==> src/rtl/risc_pkg.sv <==
// Shared definitions for the multi-cycle RISC sequencer: state encodings,
// opcode constants and the ALU-class opcode test.
package risc_pkg;

  typedef enum logic [2:0] {
    S_IDLE   = 3'd0,
    S_FETCH  = 3'd1,
    S_DECODE = 3'd2,
    S_EXEC   = 3'd3,
    S_MEM    = 3'd4,
    S_WB     = 3'd5,
    S_ERR    = 3'd6
  } state_t;

  localparam logic [3:0] OP_LOAD  = 4'd0;
  localparam logic [3:0] OP_STORE = 4'd1;
  localparam logic [3:0] OP_BEQ   = 4'd10;
  localparam logic [3:0] OP_BNE   = 4'd11;
  localparam logic [3:0] OP_JMP   = 4'd12;

  function automatic logic is_alu_op(input logic [3:0] op);
    return !(op == OP_LOAD || op == OP_STORE || op == OP_BEQ ||
             op == OP_BNE  || op == OP_JMP);
  endfunction

endpackage

==> src/rtl/multicycle_sequencer_if.sv <==
// Shared instruction/data memory port: request/ack handshake plus access attributes.
interface multicycle_sequencer_if;
  logic mem_req;
  logic mem_we;
  logic mem_addr_sel;
  logic mem_ack;

  modport master (output mem_req, output mem_we, output mem_addr_sel, input mem_ack);
  modport slave  (input mem_req, input mem_we, input mem_addr_sel, output mem_ack);
endinterface

==> src/rtl/multicycle_sequencer_mem_wait_timer.sv <==
// Counts unacknowledged memory-request cycles; expired fires on the cycle the
// count would reach TIMEOUT without an ack.
module mem_wait_timer #(
  parameter int TIMEOUT = 15
) (
  input  logic clk,
  input  logic rst,
  input  logic clear,
  input  logic enable,
  output logic expired
);
  localparam int W = $clog2(TIMEOUT + 1);

  logic [W-1:0] count;

  always_ff @(posedge clk or posedge rst) begin
    if (rst)         count <= '0;
    else if (clear)  count <= '0;
    else if (enable) count <= count + 1'b1;
  end

  assign expired = enable && !clear && (count == W'(TIMEOUT - 1));
endmodule

==> src/rtl/multicycle_sequencer.sv <==
// FETCH/DECODE/EXEC/MEM/WB sequencer for the 16-bit RISC datapath; owns the
// memory handshake and every state-changing datapath strobe.
module multicycle_sequencer
  import risc_pkg::*;
#(
  parameter int MEM_TIMEOUT = 15,
  parameter int CNT_W       = 16
) (
  input  logic                  clk,
  input  logic                  rst,
  multicycle_sequencer_if.master bus,
  input  logic                  run,
  input  logic [3:0]            opcode,
  input  logic                  zero,
  output logic                  ir_load,
  output logic                  pc_inc,
  output logic                  pc_branch,
  output logic                  pc_jump,
  output logic                  rf_we,
  output logic                  busy,
  output logic                  err,
  output logic [2:0]            state,
  output logic [CNT_W-1:0]      instr_count
);
  state_t state_q, state_d;
  logic   retire;
  logic   waiting;
  logic   expired;

  assign waiting = (state_q == S_FETCH) || (state_q == S_MEM);

  // Counter is held clear outside FETCH/MEM, so it always starts from zero there.
  mem_wait_timer #(.TIMEOUT(MEM_TIMEOUT)) u_timer (
    .clk     (clk),
    .rst     (rst),
    .clear   (!waiting || bus.mem_ack),
    .enable  (waiting && !bus.mem_ack),
    .expired (expired)
  );

  always_ff @(posedge clk or posedge rst) begin
    if (rst) begin
      state_q     <= S_IDLE;
      instr_count <= '0;
    end else begin
      state_q <= state_d;
      if (retire) instr_count <= instr_count + 1'b1;
    end
  end

  always_comb begin
    state_d          = state_q;
    retire           = 1'b0;
    bus.mem_req      = 1'b0;
    bus.mem_we       = 1'b0;
    bus.mem_addr_sel = 1'b0;
    ir_load          = 1'b0;
    pc_inc           = 1'b0;
    pc_branch        = 1'b0;
    pc_jump          = 1'b0;
    rf_we            = 1'b0;
    case (state_q)
      S_IDLE:   if (run) state_d = S_FETCH;
      S_FETCH: begin
        bus.mem_req = 1'b1;
        if (bus.mem_ack) begin
          ir_load = 1'b1;
          pc_inc  = 1'b1;
          state_d = S_DECODE;
        end else if (expired) begin
          state_d = S_ERR;
        end
      end
      S_DECODE: state_d = S_EXEC;
      S_EXEC: begin
        if (opcode == OP_LOAD || opcode == OP_STORE) begin
          state_d = S_MEM;
        end else if (is_alu_op(opcode)) begin
          state_d = S_WB;
        end else begin
          pc_branch = (opcode == OP_BEQ && zero) || (opcode == OP_BNE && !zero);
          pc_jump   = (opcode == OP_JMP);
          retire    = 1'b1;
        end
      end
      S_MEM: begin
        bus.mem_req      = 1'b1;
        bus.mem_addr_sel = 1'b1;
        bus.mem_we       = (opcode == OP_STORE);
        if (bus.mem_ack) begin
          if (opcode == OP_STORE) retire  = 1'b1;
          else                    state_d = S_WB;
        end else if (expired) begin
          state_d = S_ERR;
        end
      end
      S_WB: begin
        rf_we  = 1'b1;
        retire = 1'b1;
      end
      S_ERR:    state_d = S_ERR;
      default:  state_d = S_IDLE;
    endcase
    if (retire) state_d = run ? S_FETCH : S_IDLE;
  end

  assign state = state_q;
  assign busy  = (state_q == S_FETCH) || (state_q == S_DECODE) || (state_q == S_EXEC) ||
                 (state_q == S_MEM)   || (state_q == S_WB);
  assign err   = (state_q == S_ERR);
endmodule

==> src/flat_wrapper.sv <==
// flat-port wrapper written by rule: the top's interface ports become plain ports
module multicycle_sequencer_flat import risc_pkg::*;
#(
  parameter int MEM_TIMEOUT = 15,
  parameter int CNT_W       = 16
)
  (clk, rst, run, opcode, zero, ir_load, pc_inc, pc_branch, pc_jump, rf_we, busy, err, state, instr_count, bus_mem_req, bus_mem_we, bus_mem_addr_sel, bus_mem_ack);
  multicycle_sequencer_if bus_i ();
  input  logic clk;
  input  logic rst;
  input  logic run;
  input  logic [3:0] opcode;
  input  logic zero;
  output logic ir_load;
  output logic pc_inc;
  output logic pc_branch;
  output logic pc_jump;
  output logic rf_we;
  output logic busy;
  output logic err;
  output logic [2:0] state;
  output logic [CNT_W-1:0] instr_count;
  output wire logic [$bits(bus_i.mem_req)-1:0] bus_mem_req;
  output wire logic [$bits(bus_i.mem_we)-1:0] bus_mem_we;
  output wire logic [$bits(bus_i.mem_addr_sel)-1:0] bus_mem_addr_sel;
  input wire logic [$bits(bus_i.mem_ack)-1:0] bus_mem_ack;
  assign bus_mem_req = bus_i.mem_req;
  assign bus_mem_we = bus_i.mem_we;
  assign bus_mem_addr_sel = bus_i.mem_addr_sel;
  assign bus_i.mem_ack = bus_mem_ack;
  multicycle_sequencer #(.MEM_TIMEOUT(MEM_TIMEOUT), .CNT_W(CNT_W)) u_core (.clk(clk), .rst(rst), .bus(bus_i), .run(run), .opcode(opcode), .zero(zero), .ir_load(ir_load), .pc_inc(pc_inc), .pc_branch(pc_branch), .pc_jump(pc_jump), .rf_we(rf_we), .busy(busy), .err(err), .state(state), .instr_count(instr_count));
endmodule
==> config.mk <==
export PLATFORM = sky130hd
export DESIGN_NAME = multicycle_sequencer_flat
export DESIGN_NICKNAME = d
export VERILOG_FILES = /design/src/rtl/risc_pkg.sv /design/src/rtl/multicycle_sequencer_if.sv /design/src/rtl/multicycle_sequencer_mem_wait_timer.sv /design/src/rtl/multicycle_sequencer.sv /design/src/flat_wrapper.sv
export SDC_FILE = /design/constraint.sdc
export NUM_CORES = 1
export LEC_CHECK = 0
export CAP_MARGIN = 20
export CORE_MARGIN = 1
export CORE_UTILIZATION = 51
export DETAILED_ROUTE_END_ITERATION = 10
export HOLD_SLACK_MARGIN = 0.15
export PLACE_DENSITY = 0.84
export SYNTH_ARGS = -nofsm -noshare
export SYNTH_HDL_FRONTEND = slang
export SYNTH_HIERARCHICAL = 1
export SYNTH_SLANG_ARGS = --single-unit
==> constraint.sdc <==
create_clock -name clk -period 5.7 [get_ports clk]
set_input_delay 0.57 -clock clk [delete_from_list [all_inputs] [get_ports clk]]
set_output_delay 0.57 -clock clk [all_outputs]
set_load 0.1 [all_outputs]
==> qor.csv <==
stage,metric,value,unit
run_status,status,finished clean,
drt,route.met2.wl,1415,µm
clock_network,numCtsBuffers,3,
global_routing,grt_pass1_vias,1059,
timing,period_share,0.6010,
worst_setup_path,ff2ff_path_depth,9,
worst_setup_path,r2r-start,u_core/state[0],
clock_network,cts_root_buf,clkbuf_4,
place,dp_hpwl,2224,µm
drt,drt_wl_total,2929,µm
drt,wl_per_cell,14.50,µm
drt,ant_nets,0,
timing,grt_setup_unrepaired,false,
global_routing,grt_pass1_wl,4678,µm
clock_network,cts_hold_buffers,0,
yosys,synthMuxAreaShare,0.01523,
timing,finalSetupViolCount,0,
yosys,synth_top_family_by_area,simple AND/OR/NAND/NOR gates,
place,gp_congestion,0.7401,
timing,maxSlewViolCount,0,
run,drv_cap,0,
place,dp_slack,2.283,ns
global_routing,antenna_found_initial,0,
yosys,synthCells,138,
final_layout,areaGrowthSynthToFinish,27.69,%
worst_setup_path,end_kind,output port,
hold_path,holdCritPathClass,input pin to asynchronous set/reset pin,
pwr,irDropWorstVdd,0.5229,mV
drt,routed-via-count,1148,
final_layout,num-fill-cells,210,
pwr,p_leak,0.7998,nW
yosys,ys_types,41,
clock_network,postCtsSetupBuffers,0,
floorplanning,die_h,54.33,µm
floorplanning,die-area,2951,µm²
final_layout,stdcell_count,202,
drt,routed_via_density,5.683,
floorplanning,die_w,54.33,µm
yosys,postSynth.asyncResetShare,1.000,
timing,tightestPinTransition,0.9792,ns
worst_setup_path,r2r_end,u_core/state[0],
pwr,fin_total_pwr,0.9002,mW
yosys,synth-simple-area-share,0.2097,
timing,final.setup.worst_slack,2.275,ns
worst_setup_path,critical_path_class,input pin to output port,
clock_network,cts-resized-gates,0,
clock_network,clkSlewWorstSetupHoldPaths,0.11,ns
yosys,syn_avg_cell_area,10.12,µm²
yosys,ys_ff_latch,23,
timing,post-route-min-period,3.425,ns
timing,fmax,291.9,MHz
yosys,synth-seq-area-share,0.4122,
final_layout,ff_latch_area,575.6,µm²
drt,wl_met3,156,µm
worst_setup_path,critPathMaxFanout,3,
floorplanning,initial_utilization,0.5536,
final_layout,final_cell_area,1783,µm²
yosys,syn-num-nets,150,
final_layout,fin_nets,185,
final_layout,multi_input_area,747.0,µm²
yosys,synth.cell_area,1396,µm²
drt,routed.top_layer,met4,
yosys,synth-xor-area-share,0.1066,
yosys,synthFlopType,dfrtp_1,
worst_setup_path,critPathRequiredTime,5.13,ns
clock_network,cts_tree,done,
clock_network,cts_buffer_depth,2,
final_layout,n_antenna_cell,0,
floorplanning,top_level_ports,38,
drt,first_pass_iters,4,
floorplanning,core,2522,µm²
timing,setup_tns,0,ns
final_layout,drive_gt1_frac,0.08140,
floorplanning,std_cell_rows,18,
clock_network,htreeDepth,1,
global_routing,grt_overflow_total,0,
worst_setup_path,arrival,2.86,ns
yosys,synth-edff-count,0,
place,dp_cells,198,
yosys,synth_compound_area_frac,0.1765,
drt,drt_iter0_markers,11,
worst_setup_path,cp-endpoint,bus_mem_we,
drt,drc,0,
place,dpl_cell_area,1757,µm²
place,port_buffers,37,
yosys,synthAdderAreaFrac,0.02688,
clock_network,cts_sinks,23,
worst_setup_path,r2r_slack,3.39,ns
pwr,power_density,504.9,nW/µm²
global_routing,grt_max_degree,20,
timing,hold_viol,0,
global_routing,grt_usage,0.2171,
yosys,ys_warn_count,6,
worst_setup_path,start_kind,input pin,
timing,relSlewSlack,0.3452,
final_layout,post-route-util,0.7068,
timing,hold_ws,0.4552,ns
clock_network,clkLatencyLatePin,0.30,ns
worst_setup_path,critPathLaunch,opcode[1],
timing,skew,0.005324,ns
drt,wl_met1,1340,µm
[flip-flops by register name (all words and copies together) (netlist names)]
| register | count |
|---|---|
| u_core/u_timer/count | 4 |
| u_core/state | 3 |
| u_core/instr_count | 16 |
[cell families after synthesis]
| kind of cell | after synthesis |
|---|---|
| simple gates | 49 |
| compound gates | 30 |
| flops | 23 |
| xor+xnor | 17 |
| buf+inv | 14 |
| fa+ha+maj | 3 |
| mux | 2 |
[report_power, final]
group | total, mW | switching (mW) | internal [mW] | leakage (nW)
clock network | 0.0732 | 0.0459 | 0.0273 | 0.0150
registers | 0.252 | 0.0614 | 0.191 | 0.308
logic | 0.575 | 0.435 | 0.139 | 0.477
total | 0.900 | 0.543 | 0.358 | 0.800
[critical path: stages]
cell and delay [ns]:
clkdlybuf4s50_1 0.45, nor3_1 0.45, and3_2 0.26, clkdlybuf4s50_1 1.12
[synthesized netlist by cell type, types with 2 or more instances]
| cell | number | area (µm²) |
|---|---|---|
| or3_1 | 2 | 12.51 |
| a21oi_1 | 13 | 65.06 |
| dfrtp_1 | 23 | 575.6 |
| nand2_1 | 8 | 30.03 |
| buf_2 | 2 | 10.01 |
| inv_1 | 7 | 26.28 |
| ha_1 | 3 | 37.54 |
| and3b_1 | 2 | 17.52 |
| a211oi_1 | 6 | 45.04 |
| nand3_1 | 5 | 25.02 |
| xor2_1 | 15 | 131.4 |
| nand4_1 | 5 | 31.28 |
| buf_6 | 2 | 22.52 |
| nor2_1 | 6 | 22.52 |
| xnor2_1 | 2 | 17.52 |
| and3_1 | 2 | 12.51 |
| nand2b_1 | 5 | 31.28 |
| nor3_1 | 3 | 15.01 |
| clkbuf_1 | 2 | 7.510 |
| and4_1 | 3 | 26.28 |
| a211oi_2 | 2 | 25.02 |
[metal layers]
metal	vias up	GRT usage
met5	-	0
li1	564	-
met4	0	0.05128
met2	33	0.3801
met3	2	0.03056
met1	549	0.2807
[cell type report]
| class | count | area share |
|---|---|---|
| Multi-Input combinational cell | 101 | 0.4189 |
| Sequential cell | 23 | 0.3228 |
| Timing Repair Buffer | 37 | 0.2077 |
| Inverter | 7 | 0.01474 |
| Tap cell | 30 | 0.02105 |
| Clock buffer | 4 | 0.01474 |
[cell usage in the layout, fill, tap and decap left out, types with 2 or more instances in the layout]
cell type	instances
clkdlybuf4s50_1	37
dfrtp_1	23
xor2_1	15
a21oi_1	13
nand2_1	8
inv_1	7
nor2_1	6
a211oi_1	6
nand2b_1	5
nand3_1	5
nand4_1	5
clkbuf_4	3
nor3_1	3
and4_1	3
ha_1	3
and3b_1	2
or3_1	2
a211oi_2	2
xnor2_1	2
and3_1	2
[worst min path at each step]
| stage | slack, ns | from | endpoint |
|---|---|---|---|
| floorplan | 0.34 | rst | u_core/u_timer/count[0] |
| finish | 0.46 | rst | u_core/u_timer/count[1] |
| global placement | 0.46 | u_core/instr_count[15] | u_core/instr_count[15] |
| CTS | 0.46 | rst | u_core/u_timer/count[0] |
| global route | 0.47 | rst | u_core/u_timer/count[3] |
| detailed placement | 0.46 | u_core/instr_count[15] | u_core/instr_count[15] |
Note: power is estimated with default switching activity, not from simulation.
